`config.mk`:
```
export PLATFORM = sky130hd
export DESIGN_NAME = uart_tx_arbiter
export DESIGN_NICKNAME = d
export VERILOG_FILES = /design/src/rtl/uart_tx_arbiter.sv
export SDC_FILE = /design/constraint.sdc
export NUM_CORES = 1
export LEC_CHECK = 0
export ABC_AREA = 1
export BUFFER_PORTS_ARGS = -buffer_cell sky130_fd_sc_hd__buf_2
export CAP_MARGIN = 15
export CORE_MARGIN = 2
export CORE_UTILIZATION = 55
export CTS_CLUSTER_DIAMETER = 150
export DETAILED_ROUTE_END_ITERATION = 8
export GPL_ROUTABILITY_DRIVEN = 0
export MAX_ROUTING_LAYER = met4
export PLACE_DENSITY = 0.81
export SLEW_MARGIN = 20
export SYNTH_ARGS = -nofsm -noshare
export SYNTH_HDL_FRONTEND = slang
export SYNTH_SLANG_ARGS = --single-unit
export TNS_END_PERCENT = 5
```
`constraint.sdc`:
```
create_clock -name clk -period 3.3 [get_ports clk]
set_clock_uncertainty 0.15 [all_clocks]
set_input_delay 0.66 -clock clk [delete_from_list [all_inputs] [get_ports clk]]
set_output_delay 0.66 -clock clk [all_outputs]
set_load 0.005 [all_outputs]
```
`src/rtl/uart_tx_arbiter.sv`:
```
// Packet-level round-robin arbiter sharing one uart_tx byte transmitter among NUM_REQ requesters.
// The owner keeps the transmitter until it sends a last-flagged byte or idles for LOCK_TIMEOUT cycles.
module uart_tx_arbiter #(
   parameter int NUM_REQ      = 4,
   parameter int LOCK_TIMEOUT = 1023,
   localparam int IDW         = $clog2(NUM_REQ)
) (
   input  logic                 clk,
   input  logic                 rst,
   input  logic [NUM_REQ-1:0]   req_valid,
   input  logic [NUM_REQ-1:0]   req_last,
   input  logic [8*NUM_REQ-1:0] req_data,
   output logic [NUM_REQ-1:0]   req_ready,
   output logic [7:0]           tx_data,
   output logic                 tx_valid,
   input  logic                 tx_busy,
   output logic                 grant_valid,
   output logic [IDW-1:0]       grant_id,
   output logic                 timeout_pulse
);

   localparam int CW = (LOCK_TIMEOUT > 0) ? $clog2(LOCK_TIMEOUT + 1) : 1;

   typedef enum logic [1:0] {IDLE, LOCKED, ISSUE, WAIT} state_t;

   state_t         r_state, w_stateNext;
   logic [7:0]     r_txData, w_txDataNext, w_ownerData;
   logic           r_txValid, w_txValidNext;
   logic           r_grantValid, w_grantValidNext;
   logic [IDW-1:0] r_grantId, w_grantIdNext, w_rrPick;
   logic           r_timeoutPulse, w_timeoutNext;
   logic           r_lastQ, w_lastNext;
   logic [CW-1:0]  r_idleCnt, w_idleCntNext, w_idleInc;
   logic           w_rrFound, w_ownerValid, w_fire, w_timeoutHit;

   // Search starts just after the previous owner so every requester gets a turn.
   always_comb begin
      int idx;
      w_rrPick  = r_grantId;
      w_rrFound = 1'b0;
      for (int k = 1; k <= NUM_REQ; k++) begin
         idx = (int'(r_grantId) + k) % NUM_REQ;
         if (!w_rrFound && req_valid[IDW'(idx)]) begin
            w_rrFound = 1'b1;
            w_rrPick  = IDW'(idx);
         end
      end
   end

   always_comb begin
      w_ownerData = '0;
      for (int i = 0; i < NUM_REQ; i++) begin
         if (r_grantId == IDW'(i)) w_ownerData = req_data[8*i +: 8];
      end
   end

   always_comb begin
      req_ready = '0;
      if (r_state == LOCKED && !tx_busy) req_ready[r_grantId] = 1'b1;
   end

   assign w_ownerValid = req_valid[r_grantId];
   assign w_fire       = (r_state == LOCKED) && !tx_busy && w_ownerValid;
   assign w_idleInc    = (r_idleCnt == {CW{1'b1}}) ? r_idleCnt : r_idleCnt + 1'b1;
   assign w_timeoutHit = (LOCK_TIMEOUT != 0) && (w_idleInc >= CW'(LOCK_TIMEOUT));

   always_comb begin
      w_stateNext      = r_state;
      w_txDataNext     = r_txData;
      w_txValidNext    = 1'b0;
      w_grantValidNext = r_grantValid;
      w_grantIdNext    = r_grantId;
      w_timeoutNext    = 1'b0;
      w_lastNext       = r_lastQ;
      w_idleCntNext    = r_idleCnt;
      case (r_state)
         IDLE: begin
            w_idleCntNext = '0;
            if (w_rrFound) begin
               w_grantIdNext    = w_rrPick;
               w_grantValidNext = 1'b1;
               w_stateNext      = LOCKED;
            end
         end
         LOCKED: begin
            // A transfer takes precedence over an idle count that would expire this cycle.
            if (w_fire) begin
               w_txDataNext  = w_ownerData;
               w_lastNext    = req_last[r_grantId];
               w_txValidNext = 1'b1;
               w_idleCntNext = '0;
               w_stateNext   = ISSUE;
            end else if (!w_ownerValid) begin
               w_idleCntNext = w_idleInc;
               if (w_timeoutHit) begin
                  w_grantValidNext = 1'b0;
                  w_timeoutNext    = 1'b1;
                  w_stateNext      = IDLE;
               end
            end
         end
         ISSUE: w_stateNext = WAIT;
         WAIT: begin
            if (!tx_busy) begin
               if (r_lastQ) begin
                  w_grantValidNext = 1'b0;
                  w_stateNext      = IDLE;
               end else begin
                  w_stateNext = LOCKED;
               end
            end
         end
         default: w_stateNext = IDLE;
      endcase
   end

   always_ff @(posedge clk or posedge rst) begin
      if (rst) begin
         r_state        <= IDLE;
         r_txData       <= '0;
         r_txValid      <= 1'b0;
         r_grantValid   <= 1'b0;
         r_grantId      <= IDW'(NUM_REQ - 1);
         r_timeoutPulse <= 1'b0;
         r_lastQ        <= 1'b0;
         r_idleCnt      <= '0;
      end else begin
         r_state        <= w_stateNext;
         r_txData       <= w_txDataNext;
         r_txValid      <= w_txValidNext;
         r_grantValid   <= w_grantValidNext;
         r_grantId      <= w_grantIdNext;
         r_timeoutPulse <= w_timeoutNext;
         r_lastQ        <= w_lastNext;
         r_idleCnt      <= w_idleCntNext;
      end
   end

   assign tx_data       = r_txData;
   assign tx_valid      = r_txValid;
   assign grant_valid   = r_grantValid;
   assign grant_id      = r_grantId;
   assign timeout_pulse = r_timeoutPulse;

endmodule

```
=== Word-level counts from Yosys, hierarchy flattened ===
Index checks and enable logic that the tools add are counted.
W data, S select, Z words.

* Eq/ne operators: 15
* Mux-type cells: 55
* $lt $le $gt $ge: 7
* Reduce and logical (&&, ||, !) cells: 20
* Add/sub/neg operators: 5

{| class="wikitable"
|+ Operator list
! cell !! number
|-
| $mux W8 || 4
|-
| $mux W10 || 3
|-
| $mux W1 || 28
|-
| $pmux W10 S2 || 1
|-
| $mux W2 || 9
|-
| $lt A2 B4 Y1 const B || 4
|-
| $bmux W1 S2 || 6
|-
| $ne A2 B2 Y1 const B || 6
|-
| $add A10 B1 Y10 const B || 1
|-
| $eq A10 B10 Y1 const B || 1
|-
| $ge A10 B10 Y1 const B || 1
|-
| $eq A2 B2 Y1 const B || 4
|-
| $pmux W2 S4 || 1
|-
| $reduce_and A7 Y1 || 1
|-
| $logic_and A1 B1 Y1 || 6
|-
| $ne A3 B3 Y1 const B || 2
|-
| $add A2 B1 Y2 const B || 2
|-
| $add A2 B2 Y2 const B || 2
|-
| $eq A2 B1 Y1 const B || 2
|-
| $logic_not A1 Y1 || 4
|-
| $logic_not A2 Y1 || 2
|-
| $mux W4 || 1
|-
| $reduce_and A2 Y1 || 2
|-
| $reduce_and A4 Y1 || 1
|-
| 8 further kinds || 8
|}

* Register bits after elaboration: 26
* Output and inout bits: 17

=== Longest topological paths before layout ===
Gate-level depths: netlist of run 1.

* Depth after elaboration: 16
* Gate-level depth with buffers: 14
* Mapped depth without buffers: 14

=== Worst setup path before layout of run 1 ===
No wires, ideal clock.

* Kind: flip-flop to output port
* From: register r_grantId[0] (netlist: grant_id[0])
* To: output port req_ready[1]
* Cell stages (with the launch flop): 5
* Data arrival time: 1.331 ns
* Path buffers: 1
* Setup slack: 1.159 ns
* Cell sequence: dfstp_2 > ha_1 > clkbuf_1 > clkinv_1 > nor2_1

* Longest elaborated chain between the ends: 5

{| class="wikitable"
|+ RTL lines
! item !! line !! RTL
|-
| start: declaration || 30 || <nowiki>logic [IDW-1:0] r_grantId, w_grantIdNext, w_rrPick;</nowiki>
|-
| start signal: assignment || 123 || <nowiki>r_grantId <= IDW'(NUM_REQ - 1);</nowiki>
|-
| start signal: assignment || 132 || <nowiki>r_grantId <= w_grantIdNext;</nowiki>
|-
| $lt A2 B3 Y1 (implied by the code) / $ge A2 B1 Y1 (equally long branches) || 59 || <nowiki>if (r_state == LOCKED && !tx_busy) req_ready[r_grantId] = 1'b1;</nowiki>
|-
| $logic_and A1 B1 Y1 (implied by the code) || 59 ||
|-
| $mux W1 (implied by the code) || 59 ||
|-
| $demux W1 S2 * || 59 ||
|-
| $mux W4 * || 59 ||
|-
| end: declaration || 13 || <nowiki>output logic [NUM_REQ-1:0] req_ready,</nowiki>
|}

Every way passes the cells marked *; elsewhere a longest branch is shown, timed or not.

=== Worst setup path in the final report of run 1 ===
Ends and elaborated chain as after synthesis.

==> metrics.yaml, run 1 <==
drt:
  wl_mm: 4.427
  dr_wl_met3_um: 123
  drtAntennaViolNets: 0
  via_per_inst: 5.129
  wl_met2_mm: 2.217
  top_layer: "met4"
  dr.pass1.iters: 4
  wl_per_cell_um: 11.65
  drc: 0
  drtIter0Drc: 115
  drt-met1-wl_mm: 2.033
  vias: 1949
sta:
  max_freq_mhz: 363.6
  tightest_slew_ps: 966.0
  setup_viol: 0
  rsz0062_at_grt: "false"
  period_share_pct: 83.34
  period_minus_slack_ps: 2750
  drv_slew: 0
  tns_ps: 0
  slew_headroom_pct: 35.53
  final-hold-violation-count: 0
die:
  core_um2: 3363
  die_h_um: 63.33
  dieArea_um2: 4010
  fp.dieW_um: 63.33
  start_util_pct: 57.55
  num_io_pins: 60
  row_count: 21
placement:
  dp_hpwl_mm: 3.496
  post_dp_cell_area_um2: 2231
  port_buffers: 59
cts:
  clock_sinks: 26
  htree_levels: 1
  cts_tree: "yes"
  clock-root-buffer: "clkbuf_4"
  cts_buffers: 3
  clockBufferDepth: 2
  cts_setup_buffers: 0
  ctsHoldBuffers: 0
  clkSlewWorstSetupHoldPaths_ps: 140
  clk_latency_ps: 330
  cts_resized: 0
power_and_ir_drop:
  power_density_nw_per_um2: 780.0
  leakage_uw: 0.001193
  vdd_drop_max_uv: 488.1
yosys:
  synth-main-ff-cell: "dfrtp_1"
  ys_seq_area_share_pct: 33.74
  synth_commonest_cells: "84 x nand2_1, 33 x o21ai_0, 25 x nand3_1"
  synth_top_area_cell: "dfrtp_1"
  synthArstFlopShare_pct: 100.0
  synth_cell_type_count: 35
  synthTopCellsByArea: "dfrtp_1 31%, nand2_1 16%, o21ai_0 8.5%"
  synth_cells: 280
  synth_area_um2: 1936
  synth_edf_count: 0
  synth_nets: 328
  synth_warnings: 0
  yosysMostFrequentCell: "nand2_1"
  syn_area_per_cell_um2: 6.913
  ys_seq_elements: 26
  yosysTopAreaCellShare_pct: 31.03
cells_and_area:
  drive_gt1_share_pct: 26.35
  area_delta_synth_final_pct: 17.97
  finalNetCount: 383
  fin_area_um2: 2283
  diodes: 0
  nFillCells: 338
grt:
  grt_usage_pct: 22.88
  overflow: 0
  grt_max_degree: 27
  grt_first_pass_wirelength_mm: 7.196
  antenna_found_initial: 0
  grt_pass1_vias: 1603
worst_hold_path:
  min_path_type: "reg -> reg"
  whs_path_depth: 2
outcome:
  outcome: "finished clean"
critical_path:
  critPathLaunchType: "flop"
  crit_fanout: 12
  crit_path_end_kind: "primary output"
  worstSetupPathType: "reg -> out"
  reg2reg_depth: 10
  crit_arrival_ps: 1940
  crit_required_ps: 2490
run:
  max_cap_viol_count: 0
-- critical path, cell delays in order, from the launching register on --
cell and delay (ps):
dfstp_2 700, ha_1 360, clkinv_1 280, nor2_1 150
buf_2 120
-- placed cells by master, fill, tap and decap left out, drive strengths merged --
cell    instances
xor2            3
a31o            1
inv            27
xnor2           1
clkinv          1
o21bai          2
nor3            1
bufinv          1
o22ai           2
clkbuf          3
o21ai          45
o221ai          1
buf            59
a21oi          11
ha              5
dfrtp          24
nand2          88
a31oi           1
nand3          29
dfstp           2
mux2i           1
nand4           3
nor2           23
-- cells by family after synthesis --
| group | Yosys count | share of synthesized area (%) |
|---|---|---|
| multiplexers | 1 | 0.5172 |
| AND/OR/NAND/NOR | 144 | 34.26 |
| buffers and inverters | 37 | 8.532 |
| adder cells (fa/ha/maj) | 5 | 3.232 |
| XOR/XNOR | 4 | 1.810 |
| AO/OA/AOI/OAI | 63 | 17.91 |
| flip-flops | 26 | 33.74 |
-- state kept, by name (all words and copies together), names as in the netlist, named ones only --
signal / flops
grant_id: 2
tx_data: 8
tx_valid: 1
r_idleCnt: 10
r_state: 1
timeout_pulse: 1
grant_valid: 1
r_lastQ: 1
-- power breakdown --
part | switching (µW) | total, µW | internal (µW)
Combinational | 654 | 1030 | 379
Clock | 99.4 | 222 | 123
Sequential | 102 | 526 | 423
Total | 856 | 1780 | 925
-- layer usage --
metal,vias to the layer above,track usage [%]
met5,-,-
met4,0,6.522
met3,4,2.143
met2,41,36.45
met1,874,31.27
li1,1030,-
-- metrics by stage --
stage          power, µW  util [%]  instances  setup slack [ps]  hold WS (ps)
2_1_floorplan       1314         -        280              1159         308.6
3_3_place_gp        1527     66.33        376             979.4         304.4
3_5_place_dp        1557     66.33        376             948.0         312.5
4_1_cts             1782     67.89        380             555.0         345.2
5_1_grt             1955     67.89        380             402.3         367.2
6_report            1781     67.89        380             549.8         340.7
-- layout make-up --
type / count / area [µm²] / area share, %
sequential: 26 / 653.1 / 28.60
clock inverter: 1 / 30.03 / 1.315
inverter: 28 / 107.6 / 4.712
tap: 46 / 57.56 / 2.521
multi-input combinational: 217 / 1117 / 48.93
timing repair buffer: 59 / 295.3 / 12.93
clock buffer: 3 / 22.52 / 0.9863
-- worst paths after layout --
path                       slack (ps)         from      endpoint
max                               550  grant_id[0]  req_ready[1]
min                               340  grant_valid   grant_valid
max in group asynchronous        2040          rst    tx_data[6]
min reg2reg                       340  grant_valid   grant_valid
max reg2reg                       940  grant_id[1]    r_state[0]
min in group asynchronous         370          rst    tx_data[5]
No activity file was read; power rests on OpenSTA's default activity.
==> run 2, diff against run 1 <==
CORE_UTILIZATION = 51   (was 55)
PLACE_DENSITY = 0.76   (was 0.81)
clock period = 2.7 ns   (was 3.3 ns; I/O delays follow)
==> run 2 against run 1 <==
  * Design area up 0.66%
  * Critical path type unchanged
  * Largest power group unchanged
  * Critical endpoint unchanged
  * Sequential share of layout area down 0.19 points
  * Combinational power up 22%
  * Die area up 7.3%
==> metrics.yaml, run 2 (synthesis results as in run 1) <==
outcome:
  outcome: "finished clean"
drt:
  drtIter0Drc: 121  # +5.2%
  vias: 1967  # +0.92%
  wl_mm: 4.433  # +0.14%
  drtAntennaViolNets: 0  # unchanged
  drc: 0  # unchanged
  via_per_inst: 5.136  # +0.13%
  dr.pass1.iters: 4  # unchanged
  wl_per_cell_um: 11.57  # -0.65%
cts:
  clock_sinks: 26  # unchanged
  clk_latency_ps: 270  # -60 ps
  htree_levels: 1  # unchanged
  clock-root-buffer: "clkbuf_8"
  clkSlewWorstSetupHoldPaths_ps: 90  # -50 ps
  clockBufferDepth: 2  # unchanged
  ctsHoldBuffers: 0  # unchanged
  cts_buffers: 3  # unchanged
  cts_tree: "yes"
grt:
  overflow: 0  # unchanged
  grt_max_degree: 27  # unchanged
  grt_usage_pct: 23.54  # +0.66 points
  grt_pass1_vias: 1889  # +18%
  antenna_found_initial: 0  # unchanged
  grt_first_pass_wirelength_mm: 7.831  # +8.8%
cells_and_area:
  fin_area_um2: 2298  # +0.66%
  nFillCells: 371  # +9.8%
  area_delta_synth_final_pct: 18.75
  final_cell_mix: "84 x nand2_1, 59 x buf_2, 33 x o21ai_0, 25 x nand3_1, 24 x dfrtp_1"
  drive_gt1_share_pct: 26.87  # +0.52 points
  final_common_cell: "nand2_1"
  diodes: 0  # unchanged
  largest_register_ffs: 10  # unchanged
  finalNetCount: 384  # +0.26%
  largest-register: "r_idleCnt"
die:
  dieArea_um2: 4304  # +7.3%
  row_count: 22  # +4.8%
  num_io_pins: 60  # unchanged
  die_h_um: 65.61  # +3.6%
  core_um2: 3661  # +8.9%
  start_util_pct: 52.87  # -4.7 points
  fp.dieW_um: 65.61  # +3.6%
critical_path:
  reg2reg_from: "grant_id[0]"
  critPathLaunchType: "flop"
  cp-startpoint: "grant_id[0]"
  crit_path_end_kind: "primary output"
  crit_required_ps: 2010  # -480 ps
  worstSetupPathType: "reg -> out"
  crit_arrival_ps: 1780  # -160 ps
  crit_fanout: 12  # unchanged
power_and_ir_drop:
  power_switching_share_pct: 47.94  # -0.11 points
  internal_power_uw: 1116  # +21%
  leakage_uw: 0.001197  # +0.35%
  seqPwrFrac_pct: 29.7  # +0.2 points
  vdd_drop_max_uv: 660.5  # +35%
  p_clk_share_pct: 11.7  # -0.8 points
  combinationalPowerShare_pct: 58.6  # +0.6 points
  power_density_nw_per_um2: 933.0  # +20%
  switching_power_uw: 1028  # +20%
sta:
  setup_viol: 0  # unchanged
  rsz0062_at_grt: "false"
  max_freq_mhz: 404.3
  tightest_slew_ps: 424.6  # -541.4 ps
  slew_headroom_pct: 71.63  # +36 points
  drv_slew: 0  # unchanged
  final-hold-violation-count: 0  # unchanged
  tns_ps: 0  # unchanged
  period_share_pct: 91.60
  period_minus_slack_ps: 2473
placement:
  post_dp_cell_area_um2: 2241  # +0.45%
  dp_hpwl_mm: 3.482  # -0.41%
  port_buffers: 59  # unchanged
worst_hold_path:
  min_path_type: "in -> async"
run:
  max_cap_viol_count: 0  # unchanged
run 2: cell count changes in the layout (fill, tap and decap cells not counted), sizes merged:
| cell | delta |
|---|---|
| buf | +1 |
| clkbuf | +1 |
| bufinv | -1 |
run 2: cell type report:
cell class	instances	area (µm²)	share of cell area (%)
Timing Repair Buffer	60	302.8	13.17
Inverter	28	107.6	4.682
Multi-Input combinational cell	217	1120	48.72
Clock buffer	4	55.05	2.395
Sequential cell	26	653.1	28.42
Tap cell	48	60.06	2.613
run 2: final timing paths:
check	slack (ps)	end	cells after the start
max	230	req_ready[1]	4
max in group asynchronous	1940	grant_id[0]	3
max reg2reg	400	r_state[0]	10
min in group clk	330	grant_valid	2
min reg2reg	330	grant_valid	2
min	160	r_idleCnt[9]	3
run 2: repair_timing:
action,CTS,global route
setup endpoints to repair,0,1
setup buffers,0,0
resized for setup,0,1
run 2: stage by stage:
step | util, % | setup slack, ps | instances | hold slack (ps) | total power (µW)
2_1_floorplan | - | 567.2 | 280 | 308.6 | 1606
3_3_place_gp | 61.21 | 480.6 | 379 | 300.1 | 1871
3_5_place_dp | 61.21 | 411.3 | 379 | 313.3 | 1901
4_1_cts | 62.71 | 117.0 | 383 | 167.8 | 2163
5_1_grt | 62.78 | 97.05 | 383 | 198.4 | 2401
6_report | 62.78 | 226.8 | 383 | 157.1 | 2144
run 2: power groups by stage:
| stage | clock, µW | sequential [µW] | combinational (µW) |
|---|---|---|---|
| 6_report | 251 | 637 | 1260 |
| 5_1_grt | 275 | 661 | 1470 |
| 4_1_cts | 262 | 638 | 1260 |
| 3_5_place_dp | 0 | 642 | 1260 |
| 3_3_place_gp | 0 | 639 | 1230 |
| 2_1_floorplan | 0 | 616 | 989 |
run 2: worst max-delay path, cell delays in order (launching register included):
cell,delay (ps)
dfstp_2,690
ha_2,320
clkinv_1,230
nor2_1,150
buf_2,120
run 2: per-layer routing:
layer  GRT usage [%]  wire length [µm]  vias up
met1           30.00              2076      880
met5               -                 0        -
met3           2.226               182        5
li1                -                 -     1031
met2           39.54              2107       51
met4           7.813                66        0
